==> src/rtl/ex_muldiv.sv <==
// Iterative 32-bit MULT/MULTU/DIV/DIVU unit with HI/LO registers for the EX stage.
// Optional macro MULDIV_DIV_EN adds the restoring divider; without it only multiplies run.
module ex_muldiv (
  input  logic        clock,
  input  logic        reset,
  input  logic        start,
  input  logic [1:0]  op,
  input  logic [31:0] rs_val,
  input  logic [31:0] rt_val,
  input  logic        flush,
  input  logic        mthi,
  input  logic        mtlo,
  output logic [31:0] hi_out,
  output logic [31:0] lo_out,
  output logic        busy,
  output logic        done
);

  typedef enum logic [1:0] {
    IDLE = 2'd0,
    CALC = 2'd1,
    FIX  = 2'd2
  } state_t;

  state_t      r_state;
  state_t      w_nextState;
  logic        w_launch;
  logic        w_finish;
  logic        w_opOk;
  logic        w_signedOp;
  logic        w_rsNeg;
  logic        w_rtNeg;
  logic [31:0] w_rsMag;
  logic [31:0] w_rtMag;
  logic [63:0] r_acc;
  logic [63:0] w_accNext;
  logic [63:0] w_mulStep;
  logic [63:0] w_prod;
  logic [32:0] w_mulSum;
  logic [31:0] r_operand;
  logic [31:0] r_hi;
  logic [31:0] r_lo;
  logic [31:0] w_fixHi;
  logic [31:0] w_fixLo;
  logic [5:0]  r_count;
  logic        r_negResult;
  logic        r_done;

`ifdef MULDIV_DIV_EN
  logic        r_isDiv;
  logic        r_negRem;
  logic        r_divZero;
  logic [32:0] w_divDiff;
  logic [63:0] w_divStep;
  logic [31:0] w_quo;
  logic [31:0] w_rem;
`endif

  assign w_signedOp = ~op[0];
  assign w_rsNeg    = w_signedOp & rs_val[31];
  assign w_rtNeg    = w_signedOp & rt_val[31];
  assign w_rsMag    = w_rsNeg ? (~rs_val + 32'd1) : rs_val;
  assign w_rtMag    = w_rtNeg ? (~rt_val + 32'd1) : rt_val;

`ifdef MULDIV_DIV_EN
  assign w_opOk = 1'b1;
`else
  assign w_opOk = ~op[1];
`endif

  always_ff @(posedge clock or posedge reset) begin
    if (reset) r_state <= IDLE;
    else       r_state <= w_nextState;
  end

  // Flush wins over both launch and FIX completion.
  always_comb begin
    w_nextState = r_state;
    w_launch    = 1'b0;
    w_finish    = 1'b0;
    case (r_state)
      IDLE: begin
        if (start && !flush && w_opOk) begin
          w_launch    = 1'b1;
          w_nextState = CALC;
        end
      end
      CALC: begin
        if (flush)                  w_nextState = IDLE;
        else if (r_count == 6'd31)  w_nextState = FIX;
      end
      FIX: begin
        w_nextState = IDLE;
        if (!flush) w_finish = 1'b1;
      end
      default: w_nextState = IDLE;
    endcase
  end

  // Multiply: r_acc = {partial sum, remaining multiplier bits}, shifted right each step.
  assign w_mulSum  = {1'b0, r_acc[63:32]} + (r_acc[0] ? {1'b0, r_operand} : 33'd0);
  assign w_mulStep = {w_mulSum, r_acc[31:1]};
  assign w_prod    = r_negResult ? (~r_acc + 64'd1) : r_acc;

`ifdef MULDIV_DIV_EN
  // Divide: r_acc = {remainder, quotient}; a zero divisor leaves |dividend| in the remainder.
  assign w_divDiff = r_acc[63:31] - {1'b0, r_operand};
  assign w_divStep = w_divDiff[32] ? {r_acc[62:0], 1'b0}
                                   : {w_divDiff[31:0], r_acc[30:0], 1'b1};
  assign w_quo     = r_divZero   ? 32'hFFFF_FFFF
                   : r_negResult ? (~r_acc[31:0] + 32'd1) : r_acc[31:0];
  assign w_rem     = r_negRem ? (~r_acc[63:32] + 32'd1) : r_acc[63:32];
  assign w_accNext = r_isDiv ? w_divStep : w_mulStep;
  assign w_fixHi   = r_isDiv ? w_rem : w_prod[63:32];
  assign w_fixLo   = r_isDiv ? w_quo : w_prod[31:0];
`else
  assign w_accNext = w_mulStep;
  assign w_fixHi   = w_prod[63:32];
  assign w_fixLo   = w_prod[31:0];
`endif

  always_ff @(posedge clock or posedge reset) begin
    if (reset) begin
      r_acc       <= 64'd0;
      r_operand   <= 32'd0;
      r_count     <= 6'd0;
      r_negResult <= 1'b0;
      r_hi        <= 32'd0;
      r_lo        <= 32'd0;
      r_done      <= 1'b0;
`ifdef MULDIV_DIV_EN
      r_isDiv     <= 1'b0;
      r_negRem    <= 1'b0;
      r_divZero   <= 1'b0;
`endif
    end else begin
      r_done <= w_finish;
      if (w_launch) begin
        r_count     <= 6'd0;
        r_negResult <= w_rsNeg ^ w_rtNeg;
`ifdef MULDIV_DIV_EN
        r_isDiv     <= op[1];
        r_negRem    <= w_rsNeg;
        r_divZero   <= (rt_val == 32'd0);
        r_acc       <= {32'd0, op[1] ? w_rsMag : w_rtMag};
        r_operand   <= op[1] ? w_rtMag : w_rsMag;
`else
        r_acc       <= {32'd0, w_rtMag};
        r_operand   <= w_rsMag;
`endif
      end else if (r_state == CALC) begin
        r_acc   <= w_accNext;
        r_count <= r_count + 6'd1;
      end
      if (w_finish) begin
        r_hi <= w_fixHi;
        r_lo <= w_fixLo;
      end else if (r_state == IDLE && !start) begin
        if (mthi) r_hi <= rs_val;
        if (mtlo) r_lo <= rs_val;
      end
    end
  end

  assign hi_out = r_hi;
  assign lo_out = r_lo;
  assign busy   = (r_state != IDLE);
  assign done   = r_done;

endmodule
==> config.mk <==
export PLATFORM = sky130hd
export DESIGN_NAME = ex_muldiv
export DESIGN_NICKNAME = d
export VERILOG_FILES = /design/src/rtl/ex_muldiv.sv
export SDC_FILE = /design/constraint.sdc
export NUM_CORES = 1
export LEC_CHECK = 0
export BUFFER_PORTS_ARGS = -buffer_cell sky130_fd_sc_hd__buf_4
export CAP_MARGIN = 10
export CORE_ASPECT_RATIO = 0.9
export CORE_MARGIN = 4
export CORE_UTILIZATION = 45
export CTS_CLUSTER_SIZE = 12
export DETAILED_ROUTE_END_ITERATION = 7
export PLACE_DENSITY_LB_ADDON = 0.05
export REMOVE_ABC_BUFFERS = 1
export SLEW_MARGIN = 20
export SYNTH_ARGS = -nofsm -noshare
export SYNTH_HDL_FRONTEND = slang
export SYNTH_SLANG_ARGS = --single-unit
==> constraint.sdc <==
create_clock -name clock -period 13.6 [get_ports clock]
set_input_delay 0.68 -clock clock [delete_from_list [all_inputs] [get_ports clock]]
set_output_delay 0.68 -clock clock [all_outputs]
set_load 0.01 [all_outputs]
==> qor.txt <==
total CTS buffers -> 17
CP cell instances -> buf_4 -> and2_1 -> ha_1 -> fa_1 -> a21o_1 -> a311o_1 -> o2111ai_1 -> a311oi_1 -> a41oi_1 -> or4_1 -> nand3_1
TritonCTS clock tree -> built
Fin. Hold Viols -> 0
remaining antenna violation count after routing -> 0
Initial DRC Count -> 820
crit path time final -> 3.31 ns
cts repair resizes -> 0
final clock skew -> 0.0129 ns
Port-buffer cells -> 137
Final Cycle Share -> 24.3%
clock root buffer master -> clkbuf_16
Clock Path Buffers -> 2
vias post-DR -> 11000
Die Area -> 0.0293 mm^2
Post-synth top cells -> nand2_1, dfrtp_1, o21ai_0, a21oi_1, clkbuf_1
RR Startpoint -> r_acc[0]$_DFFE_PP0P_
critical path peak fanout -> 36
row cnt -> 56
WP data required -> 13.97 ns
setup TNS -> 0 ns
Area Overhead vs Synth -> 15.3%
DR WL/cell -> 19.5 um
worst endpoint data arrival time -> 3.67 ns
Initial Util -> 45.8%
IO Count -> 138
Worst setup SP type -> register
cell area after synthesis -> 0.0120 mm^2
CP top delay family -> compound AO/OA/AOI/OAI gates
H-tree lvl count -> 4
fin util -> 52.8%
Synth Area per Inst -> 8.23 um^2
Slew @ Worst Pin -> 0.989 ns
leading area contributor after synthesis -> dfrtp_1
Unique masters post-synth -> 64
Post-synth EDFFs -> 0
Die W -> 180 um
pre-CTS WS -> 10.28 ns
TritonRoute pass-1 iters -> 5
routability cong. -> 0.891
Clock Sinks -> 170
max incr delay on CP -> 0.58 ns
Yosys warnings -> 0
asr flop ratio synth -> 100%
Synth Flop Type -> dfrtp_1
number of max-cap violations -> 0
largest net degree at the start of global routing -> 101
DRC viols -> 0
GRT Residual Overflow -> 0
crit end category -> register
Sw Ratio -> 41.9%
Pleak -> 5.79 nW
Pint -> 0.00128 W
f_max -> 302 MHz
final std cells w/o fill -> 1894
clock network fraction of total power -> 22.4%
Sw Pwr -> 0.000926 W
GRT met1 Usage -> 35.5%
CP startpoint -> r_acc[0]$_DFFE_PP0P_
Flop pwr share -> 38.2%
Tot GR Track Use -> 25.0%
global-route wire length before repair -> 58300 um
Synth top area share -> 35.5%
fin. max-slew vios -> 0
Die Ht -> 163 um
GR Util met3 -> 4.82%
CP max stage cell -> a311oi_1
Peak VDD IR -> 92.4 uV
status -> finished clean
Hold Crit Class -> primary input to async pin
Post-CTS Setup Repair Bufs -> 0
PD cells -> 160 mW/mm^2
Slew headroom -> 33.4%
CORE AREA -> 0.0261 mm^2
final setup vio count -> 0
M2 GR Usage -> 39.4%
number of global-route vias before repair -> 10400
Routed WL -> 36800 um
placed cell count -> 1859
Filler cells -> 2540
post-DP HPWL -> 27200 um
Layout Nets -> 1639
Syn Inst Count -> 1454
Synth Register Bits -> 170
Seq/Total Area, Yosys -> 35.5%
GRT Max-Usage Layer -> met2
Clock transition at path regs -> 0.07 ns
Final WS setup -> 10.29 ns
layout cells sized above 1 -> 13.8%
initial antenna violation count -> 2
RSZ-0062 raised after global routing -> false
dominant cells by area after synthesis -> dfrtp_1, nand2_1, o21ai_0
Gate power share -> 39.4%
worst skew pair latency -> 0.44 ns
CP Buf/Inv Count -> 1
WS Path Type -> register to register
Post-CTS Hold Buffers -> 0
most frequent cell after synthesis -> nand2_1
Via density -> 5.79
-- registers in the layout (all words and copies together), names as in the netlist --
| signal | count |
|---|---|
| hi_out | 32 |
| r_acc | 64 |
| lo_out | 32 |
| r_state | 2 |
| r_count | 6 |
| done | 1 |
| r_operand | 32 |
| r_negResult | 1 |
-- power by group through the flow --
stage | Sequential, W | Clock [W] | Combinational, W
finish | 0.000844 | 0.000494 | 0.000870
global route | 0.000860 | 0.000526 | 0.000974
CTS | 0.000837 | 0.000503 | 0.000870
detailed placement | 0.000845 | 0 | 0.000863
global placement | 0.000844 | 0 | 0.000857
floorplan | 0.000793 | 0 | 0.000588
-- worst register-to-register path, delay by kind of cell (launching register included) --
kind                     cells  cell delay, ns
flip-flops                   1            0.32
adder cells (fa/ha/maj)      2            0.41
AND/OR/NAND/NOR              3            0.80
buffers and inverters        1            0.31
AO/OA/AOI/OAI                5            1.41
-- placed cells by master (no fill, tap or decap), types with 19 or more instances in the layout --
cell / instances
nand2_1: 218
dfrtp_1: 169
o21ai_0: 156
buf_4: 150
a21oi_1: 95
nor2_1: 84
xnor2_1: 80
xor2_1: 62
mux2i_1: 39
ha_1: 36
and2_1: 35
nand3_1: 32
a31oi_1: 31
a211oi_1: 30
o31ai_1: 26
nor2b_1: 25
o41ai_1: 22
nor4_1: 20
inv_1: 19
-- through the flow --
| step | cell area, um^2 | hold slack [ns] | power (W) |
|---|---|---|---|
| after floorplan | 11600 | 0.442 | 0.00138 |
| final | 13800 | 0.260 | 0.00221 |
| after global routing | 13800 | 0.291 | 0.00236 |
| after CTS | 13800 | 0.259 | 0.00221 |
| after global placement | 13200 | 0.454 | 0.00170 |
| after detailed placement | 13200 | 0.463 | 0.00171 |
-- layer usage --
metal  up-vias  wire [um]
li1       5347          -
met1      5268      17200
met2       294      17000
met3        52       2020
met4         0        703
met5         -          0
-- layout make-up --
| class | instances | area [um^2] | area share (%) |
|---|---|---|---|
| multi-input cells | 1170 | 7310 | 53.0 |
| flip-flops and latches | 170 | 4260 | 30.8 |
| repair buffers | 150 | 1130 | 8.16 |
| clock buffers | 20 | 437 | 3.16 |
| well taps | 348 | 435 | 3.16 |
| clock inverters | 12 | 139 | 1.01 |
| inverters | 21 | 85.1 | 0.617 |
| diodes | 3 | 7.51 | 0.0544 |
-- logic make-up (layout without fill, tap and decap cells) --
group / Yosys count / after routing / share of synthesized area (%)
compound gates: 418 / 418 / 21.3
xor+xnor: 142 / 142 / 10.4
other cells: 0 / 3 / 0
simple gates: 530 / 530 / 21.7
buf+inv: 114 / 203 / 3.58
mux: 43 / 43 / 3.64
fa+ha+maj: 37 / 37 / 3.93
flops: 170 / 170 / 35.5
-- path summary, 6_finish.rpt --
path | slack (ns) | end | cells past startpoint
max | 10.29 | r_acc[61]$_DFFE_PP0P_ | 11
min | 0.26 | done$_DFF_PP0_ | 2
max reg2reg | 10.29 | r_acc[61]$_DFFE_PP0P_ | 11
min reg2reg | 0.47 | r_operand[19]$_DFFE_PP0P_ | 2
max in group asynchronous | 11.36 | r_operand[23]$_DFFE_PP0P_ | 4
min in group clock | 0.43 | r_state[1]$_DFFE_PP0P_ | 2
Power figures use the tool's default switching activity.
